File: src/rtl/noc_node_vc.sv
// NoC endpoint: buffers outbound packets and serialises them as header + payload
// bytes toward the router; reassembles inbound bytes into a packet queue drained
// by a valid/ready handshake.
// Handshake (pkt_out): a packet transfers on a clock edge where pkt_out_avail and
// pkt_out_ready are both 1; pkt_out is stable while pkt_out_avail is high and not popped.
module noc_node_vc #(
    parameter int NODEID     = 0,
    parameter int DATA_BYTES = 3,
    parameter int TXQ_DEPTH  = 4,
    parameter int RXQ_DEPTH  = 2,
    localparam int PKT_W     = 8 + 8 * DATA_BYTES,
    localparam int CW        = $clog2(TXQ_DEPTH + 1)
) (
    input  logic             clock,
    input  logic             reset_b,
    input  logic [PKT_W-1:0] pkt_in,
    input  logic             pkt_in_avail,
    output logic             cQ_full,
    output logic [CW-1:0]    txq_count,
    output logic [7:0]       drop_count,
    output logic [PKT_W-1:0] pkt_out,
    output logic             pkt_out_avail,
    input  logic             pkt_out_ready,
    input  logic             free_outbound,
    output logic             put_outbound,
    output logic [7:0]       payload_outbound,
    output logic             free_inbound,
    input  logic             put_inbound,
    input  logic [7:0]       payload_inbound,
    output logic             misroute_err
);
    localparam int DW  = 8 * DATA_BYTES;
    localparam int TPW = $clog2(TXQ_DEPTH);
    localparam int RPW = (RXQ_DEPTH > 1) ? $clog2(RXQ_DEPTH) : 1;
    localparam int RCW = $clog2(RXQ_DEPTH + 1);
    localparam int IW  = $clog2(DATA_BYTES + 1);

    typedef enum logic {T_IDLE, T_SEND} tx_state_t;

    // ---------------- TX FIFO ----------------
    logic [PKT_W-1:0] txq_mem [TXQ_DEPTH];
    logic [TPW-1:0]   tx_wr, tx_rd;
    logic [CW-1:0]    tx_cnt;
    logic             tx_push, tx_pop, tx_empty;
    logic [PKT_W-1:0] tx_head;

    assign cQ_full   = (tx_cnt == CW'(TXQ_DEPTH));
    assign tx_empty  = (tx_cnt == '0);
    assign txq_count = tx_cnt;
    // Full is a registered condition, so a pop in the same cycle never frees a slot early.
    assign tx_push   = pkt_in_avail && !cQ_full;
    assign tx_head   = txq_mem[tx_rd];

    // TX storage write (no reset needed; validity is tracked by tx_cnt)
    always_ff @(posedge clock) begin
        if (tx_push) txq_mem[tx_wr] <= pkt_in;
    end

    // TX pointers, occupancy and saturating drop counter; pointers wrap at any depth
    always_ff @(posedge clock or negedge reset_b) begin
        if (!reset_b) begin
            tx_wr      <= '0;
            tx_rd      <= '0;
            tx_cnt     <= '0;
            drop_count <= '0;
        end else begin
            if (tx_push) tx_wr <= (tx_wr == TPW'(TXQ_DEPTH - 1)) ? '0 : tx_wr + 1'b1;
            if (tx_pop)  tx_rd <= (tx_rd == TPW'(TXQ_DEPTH - 1)) ? '0 : tx_rd + 1'b1;
            if (tx_push && !tx_pop)      tx_cnt <= tx_cnt + 1'b1;
            else if (!tx_push && tx_pop) tx_cnt <= tx_cnt - 1'b1;
            if (pkt_in_avail && cQ_full && drop_count != 8'hFF) drop_count <= drop_count + 1'b1;
        end
    end

    // ---------------- TX serialiser ----------------
    tx_state_t      tx_state, tx_next;
    logic [DW-1:0]  tx_sh;
    logic [IW-1:0]  tx_idx;
    logic           tx_gap;   // forces one idle cycle after every packet

    // TX next state and byte outputs; the header goes out in the cycle the head is popped
    always_comb begin
        tx_next          = tx_state;
        tx_pop           = 1'b0;
        put_outbound     = 1'b0;
        payload_outbound = '0;
        case (tx_state)
            T_IDLE: begin
                if (free_outbound && !tx_empty && !tx_gap) begin
                    put_outbound     = 1'b1;
                    payload_outbound = tx_head[PKT_W-1 -: 8];
                    tx_pop           = 1'b1;
                    tx_next          = T_SEND;
                end
            end
            T_SEND: begin
                put_outbound     = 1'b1;
                payload_outbound = tx_sh[DW-1 -: 8];
                if (tx_idx == IW'(DATA_BYTES)) tx_next = T_IDLE;
            end
            default: tx_next = T_IDLE;
        endcase
    end

    // TX state register, payload shift register (MSB byte first) and byte index
    always_ff @(posedge clock or negedge reset_b) begin
        if (!reset_b) begin
            tx_state <= T_IDLE;
            tx_sh    <= '0;
            tx_idx   <= '0;
            tx_gap   <= 1'b0;
        end else begin
            tx_state <= tx_next;
            tx_gap   <= (tx_state == T_SEND) && (tx_next == T_IDLE);
            if (tx_pop) begin
                tx_sh  <= tx_head[DW-1:0];
                tx_idx <= IW'(1);
            end else if (tx_state == T_SEND) begin
                tx_sh  <= tx_sh << 8;
                tx_idx <= tx_idx + 1'b1;
            end
        end
    end

    // ---------------- RX deserialiser + queue ----------------
    logic [IW-1:0]    rcnt;
    logic [PKT_W-9:0] rx_asm;   // bytes received so far, newest in the low byte
    logic [PKT_W-1:0] rxq_mem [RXQ_DEPTH];
    logic [RPW-1:0]   rx_wr, rx_rd;
    logic [RCW-1:0]   rx_cnt;
    logic             hdr_take, rx_push, rx_pop;

    assign free_inbound  = (rcnt == '0) && (rx_cnt < RCW'(RXQ_DEPTH));
    assign hdr_take      = put_inbound && free_inbound;
    assign rx_push       = put_inbound && (rcnt == IW'(DATA_BYTES));
    assign pkt_out_avail = (rx_cnt != '0);
    assign rx_pop        = pkt_out_avail && pkt_out_ready;
    assign pkt_out       = pkt_out_avail ? rxq_mem[rx_rd] : '0;

    // RX storage write of the completed packet
    always_ff @(posedge clock) begin
        if (rx_push) rxq_mem[rx_wr] <= {rx_asm, payload_inbound};
    end

    // RX byte counter, assembly register, queue pointers and sticky misroute flag
    always_ff @(posedge clock or negedge reset_b) begin
        if (!reset_b) begin
            rcnt         <= '0;
            rx_asm       <= '0;
            rx_wr        <= '0;
            rx_rd        <= '0;
            rx_cnt       <= '0;
            misroute_err <= 1'b0;
        end else begin
            if (hdr_take || (put_inbound && rcnt != '0))
                rx_asm <= (rx_asm << 8) | (PKT_W-8)'(payload_inbound);
            if (hdr_take) begin
                rcnt <= IW'(1);
                if (payload_inbound[3:0] != 4'(NODEID)) misroute_err <= 1'b1;
            end else if (rx_push) begin
                rcnt <= '0;
            end else if (put_inbound && rcnt != '0) begin
                rcnt <= rcnt + 1'b1;
            end
            if (rx_push) rx_wr <= (rx_wr == RPW'(RXQ_DEPTH - 1)) ? '0 : rx_wr + 1'b1;
            if (rx_pop)  rx_rd <= (rx_rd == RPW'(RXQ_DEPTH - 1)) ? '0 : rx_rd + 1'b1;
            if (rx_push && !rx_pop)      rx_cnt <= rx_cnt + 1'b1;
            else if (!rx_push && rx_pop) rx_cnt <= rx_cnt - 1'b1;
        end
    end

endmodule

File: config.mk
export PLATFORM = sky130hd
export DESIGN_NAME = noc_node_vc
export DESIGN_NICKNAME = d
export VERILOG_FILES = /design/src/rtl/noc_node_vc.sv
export SDC_FILE = /design/constraint.sdc
export NUM_CORES = 1
export LEC_CHECK = 0
export ABC_CLOCK_PERIOD_IN_PS = 3500
export BUFFER_PORTS_ARGS = -buffer_cell sky130_fd_sc_hd__buf_2
export CELL_PAD_IN_SITES_DETAIL_PLACEMENT = 1
export CELL_PAD_IN_SITES_GLOBAL_PLACEMENT = 1
export CORE_MARGIN = 5
export CORE_UTILIZATION = 50
export DETAILED_ROUTE_END_ITERATION = 8
export PLACE_DENSITY_LB_ADDON = 0.1
export REMOVE_ABC_BUFFERS = 1
export SLEW_MARGIN = 20
export SYNTH_ARGS = -nofsm -noshare
export SYNTH_HDL_FRONTEND = slang
export SYNTH_SLANG_ARGS = --single-unit
File: constraint.sdc
create_clock -name clock -period 3.5 [get_ports clock]
set_input_delay 0.7 -clock clock [delete_from_list [all_inputs] [get_ports clock]]
set_output_delay 0.7 -clock clock [all_outputs]
set_load 0.01 [all_outputs]
== Yosys cells after proc, flatten, opt, wreduce, memory -nomap -nowiden ==
Memory sizes are Yosys's and may differ from the RTL's.
Cells that the tools add are included.

* Register bits: 74
* Bits in writable memories: 192
* Bits of input ports: 46
* Output and inout bits: 56
* Word-level logic and storage cells: 97
* Memories: 2

* Add/subtract/negate cells: 11
* Magnitude comparators: 1
* Eq/ne operators: 6
* Multiplexer cells: 27
* Bitwise operators: 3
* Reduce and logical (&&, ||, !) cells: 33

{| class="wikitable"
|+ Memories
! name !! words !! width !! read ports !! clocked after memory_dff !! wr ports !! RTL line !! text
|-
| txq_mem || 4 || 32 || 1 || 0 || 1 || 41 || <nowiki>logic [PKT_W-1:0] txq_mem [TXQ_DEPTH];</nowiki>
|-
| rxq_mem || 2 || 32 || 1 || 0 || 1 || 128 || <nowiki>logic [PKT_W-1:0] rxq_mem [RXQ_DEPTH];</nowiki>
|}

{| class="wikitable"
|+ Operators by type and width
! cell !! count
|-
| two-way mux 24 bit || 2
|-
| two-way mux 32 bit || 1
|-
| OR 24 x 8 -> 24 bit || 1
|-
| two-way mux 2 bit || 9
|-
| one-hot mux 8 bit (2 select lines) || 1
|-
| logical AND 1 bit || 15
|-
| adder 2 x 1 -> 2 bit, second input constant || 5
|-
| nonzero test 2 bit || 5
|-
| two-way mux 1 bit || 9
|-
| adder 8 x 1 -> 8 bit, second input constant || 1
|-
| equality test 2 bit, second input constant || 4
|-
| two-way mux 8 bit || 1
|-
| inequality test 8 bit, second input constant || 1
|-
| logical NOT 1 bit || 7
|-
| two-way mux 3 bit || 2
|-
| one-hot mux 1 bit (2 select lines) || 2
|-
| nonzero test 4 bit || 1
|-
| adder 3 x 1 -> 3 bit, second input constant || 1
|-
| equality test 3 bit, second input constant || 1
|-
| logical NOT 3 bit || 1
|-
| nonzero test 3 bit || 1
|-
| subtractor 3 x 1 -> 3 bit, second input constant || 1
|-
| adder 1 bit, second input constant || 2
|-
| logical NOT 2 bit || 1
|-
| other kinds (5) || 6
|}

== Longest topological paths before layout ==
* Depth in word-level cells: 9
* Mapped depth: 11
* Gate-level depth less buffers: 9

== Least setup slack after synthesis ==
OpenSTA, ideal clock, no wires.

* Path type: input -> register
* Start point: input port put_inbound
* End point: memory rxq_mem[0][0] (netlist name), enable pin
* Setup time: 0.421 ns
* Data arrival time: 2.155 ns
* Data required time: 3.079 ns
* Path slack: 0.924 ns
* Stages: 2
* Buffers on the path: 0
* Cell sequence: nand2_1 -> nor2_1

* Longest elaborated chain between the ends: 3

{| class="wikitable"
|+ RTL lines
! item !! RTL line !! text
|-
| from (decl) || 28 || <nowiki>input logic put_inbound,</nowiki>
|-
| logical AND 1 bit || 135 || <nowiki>assign rx_push = put_inbound && (rcnt == IW'(DATA_BYTES));</nowiki>
|-
| two-way mux 1 bit || 142 || <nowiki>if (rx_push) rxq_mem[rx_wr] <= {rx_asm, payload_inbound};</nowiki>
|-
| two-way mux 1 bit (implied by the code) || 142 ||
|-
| to (decl) || 128 ||
|}

No other way between the ends.

== Worst setup path in the final report ==
* Start point: register tx_rd[0]
* End point: output port payload_outbound[3]

* Longest elaborated chain between the ends: 3

{| class="wikitable"
|+ RTL lines
! item !! RTL line !! text
|-
| from (decl) || 42 || <nowiki>logic [TPW-1:0] tx_wr, tx_rd;</nowiki>
|-
| from (signal assigned) || 68 || <nowiki>if (tx_pop) tx_rd <= (tx_rd == TPW'(TXQ_DEPTH - 1)) ? '0 : tx_rd + 1'b1;</nowiki>
|-
| memory read (4 x 32 bit) || -- ||
|-
| two-way mux 8 bit || 89 || <nowiki>if (free_outbound && !tx_empty && !tx_gap) begin</nowiki>
|-
| one-hot mux 8 bit (2 select lines) || 87 || <nowiki>case (tx_state)</nowiki>
|-
| to (decl) || 26 || <nowiki>output logic [7:0] payload_outbound,</nowiki>
|}

No other way between the ends.

==> metrics.txt <==
asr flop ratio synth 0.278; Cell Pwr Density 877 nW/um^2; #FFs+latches synth 266; clock slew at reported path FFs 0.06 ns; IO Port Bufs 101; Layout Skew 0.0139 ns; Num CTS Buffers 27; Die X 154 um; Die ar. 23600 um^2; critical path cell sequence mux4_2 > a22o_1 > buf_2; Post-synth EDFFs 192; share of cells above drive strength 1 0.347; TritonCTS clock tree built; antenna cells 0; RSZ-0062 raised after global routing false; Crit Path Category flop to primary output; P&R area growth vs syn 17.0%; antenna viol nets, final 0; synth warn 0; worst skew pair latency 0.52 ns; critical path's slowest cell dfrtp_2; relative slew slack 0.347; Mapped Area 10300 um^2; worst hold path type input port to asynchronous set/reset pin; Synth Area per Inst 18.6 um^2; DRT Pass-1 Iters 4; Root Driver clkbuf_16; GP Congestion 0.727; core area 20300 um^2; Post-CTS Setup Bufs 0; largest net degree at the start of global routing 75; crit path launch type flop; chip height 154 um; Final Core Density 0.596; Least-Margin Pin Slew 0.979 ns; final setup violating endpoints 0; # resized after CTS 0; Hold-fix buffers, CTS 0; drt wl/cell 20.2 um; endpoints failing hold 0; DR vias/cell 5.43; sequential fraction of the synthesis area 0.737; HPWL after detailed placement 12000 um; CTS sink cnt 266; GRT Residual Overflow 0; routed wire length 19500 um; setup tns final 0 ns; Tmin final 2.98 ns; num ports 102; worst vdd ir 481 uV; crit path DAT 2.28 ns; vias in the first global route 5705; ys flop type edfxtp_1; initial cell density of the core 0.509; cell count after synthesis 556; Max Fclk 335 MHz; final worst-path cycle share 0.853; post-synthesis cell type count 39; WP data required 2.80 ns; max cap viols 0; Slew Viols, Final 0; initial antenna violation count 4; most common cell after layout, fill and taps aside edfxtp_1; DR iter-0 viols 259; maximum clock path buffer count 3; Lkg Pwr 4.69 nW; H-Tree Depth 1; most frequent cells in the layout 192 x edfxtp_1, 100 x buf_2, 72 x dfrtp_1, 38 x nor2_1, 35 x mux2_2; FP Rows 52; total track usage 0.164; worst-path maximum fanout 19; DRC 0; global-route wire length before repair 31200 um; status completed; Final nets 734; crit end category primary output; critical path's largest stage delay 0.81 ns; vias 5253
## per-layer routing
metal / global-route usage / vias to the layer above / share of wire
met3: 0.0357 / 31 / 0.049
met1: 0.203 / 2713 / 0.40
li1: - / 2387 / -
met4: 0.0357 / 8 / 0.018
met2: 0.297 / 114 / 0.53
met5: 0 / - / 0.0025
## sequential cells by signal (all words and copies together) (netlist names), 3 cells and up
signal,cells
rxq_mem,64
rx_asm,24
tx_sh,24
drop_count,8
txq_count,3
txq_mem,128
## worst max-delay path: cells and delay by family, from the launching register on
kind                   cells  cell delay (ns)
flip-flops                 1             0.81
multiplexers               1             0.59
AO/OA/AOI/OAI              1             0.21
buffers and inverters      1             0.14
## synth_stat cells (2+ instances only)
library cell	number	area share
edfxtp_1	192	0.56
dfrtp_1	74	0.18
nor2_1	40	0.015
mux2_2	35	0.038
mux2i_1	33	0.032
mux4_2	32	0.070
and2_1	22	0.013
a22o_1	17	0.014
a221o_1	16	0.015
clkbuf_1	12	0.0044
buf_2	11	0.0053
ha_1	11	0.013
inv_1	11	0.0040
xnor2_1	6	0.0051
nand2_1	5	0.0018
buf_6	4	0.0044
xor2_1	4	0.0034
and3_1	3	0.0018
nand4_1	3	0.0018
nor2b_1	3	0.0018
o21ai_0	3	0.0015
a21o_1	2	0.0015
## power by group
group	total (mW)	switching (mW)	leakage, nW	internal (mW)
Clock	2.86	1.15	0.452	1.71
Combinational	2.88	1.45	1.57	1.43
Sequential	4.87	0.569	2.67	4.30
Total	10.6	3.17	4.69	7.44
## through the flow
stage	std cells	power, mW	hold WS [ns]	instance area (um^2)	worst slack, ns
finish	967	10.6	0.201	12100	0.515
global route	967	11.2	0.266	12100	0.383
detailed placement	917	7.88	0.459	11200	0.856
CTS	967	10.8	0.367	12100	0.452
global placement	917	7.72	0.440	11200	0.890
floorplan	529	6.72	0.404	10200	0.499
## final timing paths
path	start	endpoint	slack [ns]	cells after the start
setup / recovery	tx_rd[0]$_DFFE_PN0N_	payload_outbound[3]	0.52	3
hold / removal	reset_b	tx_sh[14]$_DFFE_PN0P_	0.20	1
setup reg to reg	txq_count[0]$_DFFE_PN0P_	txq_count[2]$_DFFE_PN0P_	1.09	9
hold reg to reg	misroute_err$_DFFE_PN0P_	misroute_err$_DFFE_PN0P_	0.47	1
max in group asynchronous	reset_b	tx_rd[0]$_DFFE_PN0N_	2.74	1
min in group clock	pkt_in[27]	txq_mem[2][27]$_DFFE_PP_	0.39	1
## cells by family (layout without fill, tap and decap cells)
group,Yosys count,count (layout),synth area share
flops,266,266,0.737
mux,100,100,0.140
simple gates,85,85,0.0426
compound gates,45,45,0.0386
buf+inv,38,179,0.0180
fa+ha+maj,12,12,0.0153
xor+xnor,10,10,0.00848
## layout make-up
class                      count  area [um^2]
fill                        1832         8210
inverter                      11         41.3
sequential                   266         7620
clock inverter                16          144
timing repair buffer         118          639
tap                          270          338
multi-input combinational    252         2530
clock buffer                  34          773
Note: power is estimated with default switching activity, not from simulation.
